--- config.mk ---
export PLATFORM = sky130hd
export DESIGN_NAME = pattern_sequencer
export DESIGN_NICKNAME = d
export VERILOG_FILES = /design/src/rtl/pattern_pkg.sv /design/src/rtl/pattern_sequencer_button_debounce.sv /design/src/rtl/pattern_sequencer.sv
export SDC_FILE = /design/constraint.sdc
export NUM_CORES = 1
export LEC_CHECK = 0
export ABC_AREA = 0
export BUFFER_PORTS_ARGS = -buffer_cell sky130_fd_sc_hd__clkbuf_2
export CORE_MARGIN = 2
export CORE_UTILIZATION = 45
export CTS_CLUSTER_DIAMETER = 120
export DETAILED_ROUTE_END_ITERATION = 12
export PLACE_DENSITY = 0.76
export SETUP_SLACK_MARGIN = 0.02
export SYNTH_ARGS = -nofsm -noshare
export SYNTH_HDL_FRONTEND = slang
export SYNTH_SLANG_ARGS = --single-unit
export TNS_END_PERCENT = 5
--- constraint.sdc ---
create_clock -name clk -period 3.5 [get_ports clk]
set_input_delay 0.35 -clock clk [delete_from_list [all_inputs] [get_ports clk]]
set_output_delay 0.35 -clock clk [all_outputs]
set_load 0.005 [all_outputs]
--- src/rtl/pattern_pkg.sv ---
// Shared definitions for the test-pattern path: pattern indices used by both
// the image generator and the sequencer, the sequencer state encoding and the
// common bus widths.
package pattern_pkg;

    localparam int PAT_W       = 2;
    localparam int FRAME_CNT_W = 16;

    localparam logic [PAT_W-1:0] PAT_CHECKERBOARD = 2'd0;
    localparam logic [PAT_W-1:0] PAT_GRADIENT     = 2'd1;
    localparam logic [PAT_W-1:0] PAT_GEOMETRIC    = 2'd2;
    localparam logic [PAT_W-1:0] PAT_STRIPES      = 2'd3;

    typedef enum logic {
        S_AUTO   = 1'b0,
        S_MANUAL = 1'b1
    } seq_state_t;

    // Next pattern index; the 2-bit index wraps from the last pattern to the first.
    function automatic logic [PAT_W-1:0] next_pattern(input logic [PAT_W-1:0] pat);
        return pat + 2'd1;
    endfunction

endpackage

--- src/rtl/pattern_sequencer_button_debounce.sv ---
// Push-button conditioner: 2-flop synchroniser, stable-level filter and a
// one-cycle pulse on each accepted press. Releases produce no pulse.
module button_debounce
    import pattern_pkg::*;
#(
    parameter int DEBOUNCE_CYCLES = 250000
) (
    input  logic clk,
    input  logic rst_n,
    input  logic btn_raw,
    output logic level,
    output logic press
);

    // The counter value climbs while the synchronised input disagrees with the
    // stable level; the level flips on the edge where it reaches DEBOUNCE_CYCLES-1,
    // so the largest value actually held in the register is DEBOUNCE_CYCLES-2.
    localparam int CNT_W = (DEBOUNCE_CYCLES > 2) ? $clog2(DEBOUNCE_CYCLES - 1) : 1;
    localparam logic [CNT_W-1:0] CNT_LAST = CNT_W'(DEBOUNCE_CYCLES - 2);

    logic [1:0]       sync_r;
    logic             level_r;
    logic             level_d_r;
    logic [CNT_W-1:0] cnt_r;
    logic             press_r;

    // Synchronise the raw button, filter it to a stable level and pulse on its rising edge.
    always_ff @(posedge clk) begin
        if (!rst_n) begin
            sync_r    <= 2'b00;
            level_r   <= 1'b0;
            level_d_r <= 1'b0;
            cnt_r     <= '0;
            press_r   <= 1'b0;
        end else begin
            sync_r    <= {sync_r[0], btn_raw};
            level_d_r <= level_r;
            press_r   <= level_r & ~level_d_r;
            if (sync_r[1] != level_r) begin
                if (cnt_r == CNT_LAST) begin
                    level_r <= sync_r[1];
                    cnt_r   <= '0;
                end else begin
                    cnt_r <= cnt_r + CNT_W'(1);
                end
            end else begin
                cnt_r <= '0;
            end
        end
    end

    assign level = level_r;
    assign press = press_r;

endmodule

--- src/rtl/pattern_sequencer.sv ---
// Drives pattern_select and frame_counter of the synthetic image generator.
// Frames are counted from the pixel position; patterns either auto-cycle after
// a fixed dwell or step on a debounced button. Every pattern change lands on
// the edge after the end-of-frame pulse, so no frame mixes two patterns.
module pattern_sequencer
    import pattern_pkg::*;
#(
    parameter int H_ACTIVE           = 640,
    parameter int V_ACTIVE           = 480,
    parameter int FRAMES_PER_PATTERN = 120,
    parameter int FRAME_STEP         = 64,
    parameter int DEBOUNCE_CYCLES    = 250000
) (
    input  logic                   clk,
    input  logic                   rst_n,
    input  logic [9:0]             pixel_x,
    input  logic [9:0]             pixel_y,
    input  logic                   pixel_valid,
    input  logic                   btn_next,
    input  logic                   btn_mode,
    output logic [PAT_W-1:0]       pattern_select,
    output logic [FRAME_CNT_W-1:0] frame_counter,
    output logic                   auto_mode,
    output logic                   pattern_changed,
    output logic                   frame_tick
);

    localparam int DWELL_W = (FRAMES_PER_PATTERN > 1) ? $clog2(FRAMES_PER_PATTERN) : 1;
    localparam logic [DWELL_W-1:0]     DWELL_LAST = DWELL_W'(FRAMES_PER_PATTERN - 1);
    localparam logic [9:0]             X_LAST     = 10'(H_ACTIVE - 1);
    localparam logic [9:0]             Y_LAST     = 10'(V_ACTIVE - 1);
    localparam logic [FRAME_CNT_W-1:0] STEP       = FRAME_CNT_W'(FRAME_STEP);

    logic                   eof_cond_s;
    logic                   eof_d_r;
    logic                   frame_tick_r;
    logic [FRAME_CNT_W-1:0] frame_counter_r;
    seq_state_t             state_r;
    logic [DWELL_W-1:0]     dwell_r;
    logic                   pending_r;
    logic [PAT_W-1:0]       pattern_r;
    logic                   changed_r;
    logic                   mode_press_s;
    logic                   next_press_s;
    logic                   mode_level_unused_s;
    logic                   next_level_unused_s;

    button_debounce #(.DEBOUNCE_CYCLES(DEBOUNCE_CYCLES)) u_db_mode (
        .clk     (clk),
        .rst_n   (rst_n),
        .btn_raw (btn_mode),
        .level   (mode_level_unused_s),
        .press   (mode_press_s)
    );

    button_debounce #(.DEBOUNCE_CYCLES(DEBOUNCE_CYCLES)) u_db_next (
        .clk     (clk),
        .rst_n   (rst_n),
        .btn_raw (btn_next),
        .level   (next_level_unused_s),
        .press   (next_press_s)
    );

    assign eof_cond_s = pixel_valid & (pixel_x == X_LAST) & (pixel_y == Y_LAST);

    // End-of-frame detect: one pulse on the first cycle of the last pixel, even if it is held.
    always_ff @(posedge clk) begin
        if (!rst_n) begin
            eof_d_r      <= 1'b0;
            frame_tick_r <= 1'b0;
        end else begin
            eof_d_r      <= eof_cond_s;
            frame_tick_r <= eof_cond_s & ~eof_d_r;
        end
    end

    // Animation counter: advances by FRAME_STEP once per frame, wrapping silently.
    always_ff @(posedge clk) begin
        if (!rst_n) begin
            frame_counter_r <= '0;
        end else if (frame_tick_r) begin
            frame_counter_r <= frame_counter_r + STEP;
        end else begin
            frame_counter_r <= frame_counter_r;
        end
    end

    // Mode/step controller: a mode press always wins and suppresses the frame action of the old state.
    always_ff @(posedge clk) begin
        if (!rst_n) begin
            state_r   <= S_AUTO;
            dwell_r   <= '0;
            pending_r <= 1'b0;
            pattern_r <= PAT_CHECKERBOARD;
            changed_r <= 1'b0;
        end else begin
            changed_r <= 1'b0;
            if (mode_press_s) begin
                case (state_r)
                    S_AUTO: begin
                        state_r   <= S_MANUAL;
                        pending_r <= 1'b0;
                    end
                    S_MANUAL: begin
                        state_r <= S_AUTO;
                        dwell_r <= '0;
                    end
                    default: begin
                        state_r   <= S_AUTO;
                        dwell_r   <= '0;
                        pending_r <= 1'b0;
                    end
                endcase
            end else begin
                case (state_r)
                    S_AUTO: begin
                        if (frame_tick_r) begin
                            if (dwell_r == DWELL_LAST) begin
                                dwell_r   <= '0;
                                pattern_r <= next_pattern(pattern_r);
                                changed_r <= 1'b1;
                            end else begin
                                dwell_r <= dwell_r + DWELL_W'(1);
                            end
                        end
                    end
                    S_MANUAL: begin
                        if (frame_tick_r && pending_r) begin
                            pattern_r <= next_pattern(pattern_r);
                            pending_r <= 1'b0;
                            changed_r <= 1'b1;
                        end
                        // A press on the tick cycle is kept for the following frame.
                        if (next_press_s) begin
                            pending_r <= 1'b1;
                        end
                    end
                    default: begin
                        state_r <= S_AUTO;
                    end
                endcase
            end
        end
    end

    assign pattern_select  = pattern_r;
    assign frame_counter   = frame_counter_r;
    assign auto_mode       = (state_r == S_AUTO);
    assign pattern_changed = changed_r;
    assign frame_tick      = frame_tick_r;

endmodule

==> results.yml <==
final_layout:
  layout_common_cells: "dfxtp_1, nor2_1, clkbuf_2"
  layout_commonest_cell: "dfxtp_1"
  regArea_mm2: 0.00140
  multi_input_area_mm2: 0.00163
  syn_to_final_growth_pct: 14.8
  nets: 426
  post_route_cells_drive_above_1_share_pct: 15.6
  antennaDiodeCount: 0
  nFillCells: 602
global_route:
  overflow: 0
  first_global_vias: 2323
  grt_max_degree: 20
  grt.total_usage_pct: 16.3
  antenna_found_initial: 0
  grt_pass1_wl_um: 9940
sta:
  rsz0062_at_grt: "no"
  maxSlewViolCount: 0
  fmax_mhz: 507
  hold_viol_final: 0
  setup-violations-final: 0
  fin_skew_ns: 0.00725
  period_needed_ns: 1.97
  fin_ws_ns: 1.53
  finalCritPeriodShare_pct: 56.3
  fin_tns_setup_ns: 0
  relSlewSlack_pct: 51.0
  tightest_slew_ns: 0.733
setup_path:
  critPathTopFamily: "compound AO/OA/AOI/OAI gates"
  crit_path_top_delay_cell: "o31ai_2"
  crit_path_start_kind: "register"
  worstPathArrival_ns: 2.21
  worstPathCellList: "nor4b_1, nand3_1, o31ai_2, buf_4, nor2_1"
  required_ns: 3.74
  worstPathBufferInverterCount: 1
  worstPathMaxFanout: 11
  slowest_delay_ns: 0.58
  worstSetupEndpointType: "register"
  crit_type: "reg -> reg"
yosys:
  synth-seq-cells: 70
  synth_top_area_share_pct: 44.6
  synthFlopType: "dfxtp_1"
  synthTopCellsByArea: "dfxtp_1, xnor2_1, nor2_1"
  ys_types: 42
  avgSynthCellArea_um2: 8.97
  yosysTopAreaCell: "dfxtp_1"
  syn_inst: 350
  async_reset_ff_share_pct: 0
  synth-seq-area-share_pct: 44.6
  ys_warn_count: 0
  synth_edf_count: 0
  netlist_area_mm2: 0.00314
place:
  hpwl_um: 4200
  dp_slack_ns: 1.45
  globalplace.congestion: 0.848
  portBuffers: 39
clock_tree:
  post-cts-setup-buffers: 0
  cts_buffers: 9
  cts_tree: "built"
  clockRootBuffer: "clkbuf_8"
  cts_sinks: 70
  htree_levels: 3
  cts_buffer_depth: 2
  clock_latency_ns: 0.35
  hold_buffers: 0
  path_clk_slew_ns: 0.08
  cts_resized: 0
floorplanning:
  die_area_mm2: 0.00766
  die_y_um: 87.5
  num_io_pins: 46
  core_mm2: 0.00676
  initial_core_util_pct: 46.5
  row_count: 30
  die_x_um: 87.5
routing:
  drtAntennaViolNets: 0
  firstDrtPassIters: 4
  vias: 2563
  wirelength_um: 5950
  drtIter0Drc: 118
  remaining_drc_errors: 0
  wire_per_inst_um: 12.5
  viasPerCell: 5.36
job:
  max_cap_violations: 0
pwr:
  ir_drop_v: 0.000205
  p_leak_nw: 1.26
  power.density_mw_per_mm2: 436
status:
  outcome: "finished, final reports clean"
hold_path:
  hold_path.class: "in -> reg"
-- flip-flops by register name (all words and copies together), names as in the netlist, 2 cells and up --
signal,flops
u_db_mode.cnt_r,18
pattern_select,2
dwell_r,7
u_db_next.sync_r,2
u_db_next.cnt_r,18
u_db_mode.sync_r,2
frame_counter,10
-- area by class of cell --
class / instances / area share [%]
clock buffers: 9 / 3.44
clock inverters: 7 / 2.71
inverters: 13 / 1.35
multi-input cells: 259 / 45.2
flip-flops and latches: 70 / 38.9
well taps: 80 / 2.78
repair buffers: 40 / 5.62
-- cells by family after synthesis --
logic type	share of synthesized area [%]
AND/OR/NAND/NOR	28.8
flip-flops	44.6
XOR/XNOR	12.3
buffers and inverters	4.02
AO/OA/AOI/OAI	5.34
adder cells (fa/ha/maj)	3.19
multiplexers	1.63
other	0.119
-- per-stage QoR --
step	hold WS, ns	power (W)	area (um2)	utilization [%]	std cells
final	0.178	0.00157	3610	53.4	478
after global routing	0.176	0.00163	3610	53.4	478
after CTS	0.173	0.00159	3610	53.4	478
after detailed placement	0.378	0.000872	3380	50.1	462
after global placement	0.372	0.000870	3380	50.1	462
after floorplan	0.367	0.000854	3160	-	355
-- cells in the mapped netlist (3+ instances only) --
library cell	count
a21oi_1	5
and2_1	4
and4_1	3
buf_4	7
clkbuf_1	4
dfxtp_1	70
ha_1	8
inv_1	12
mux2i_1	4
nand2_1	20
nand3_1	18
nand4_1	19
nand4b_1	4
nor2_1	62
nor3_1	12
nor4_1	10
nor4b_1	4
o21ai_0	6
or3_1	3
xnor2_1	30
xor2_1	14
-- final timing paths --
path	from	slack (ns)	cells after the start	end
worst min register to register	u_db_next.level_d_r	0.38	1	u_db_next.press
worst max-delay path	u_db_mode.cnt_r[12]	1.53	5	u_db_mode.cnt_r[3]
worst max register to register	u_db_mode.cnt_r[12]	1.53	5	u_db_mode.cnt_r[3]
worst min-delay path	pixel_x[8]	0.18	2	eof_d_r
-- power by group --
group | switching (W) | internal (W)
registers | 0.00000674 | 0.000802
clock network | 0.000318 | 0.000403
logic | 0.0000224 | 0.0000211
-- metal layers --
metal  GRT usage [%]  part of all wire (%)
met5               0                     0
met3            4.62                   3.1
met2            26.2                    48
met1            20.4                    47
met4            6.85                   1.4
Note: power is estimated with default switching activity, not from simulation.
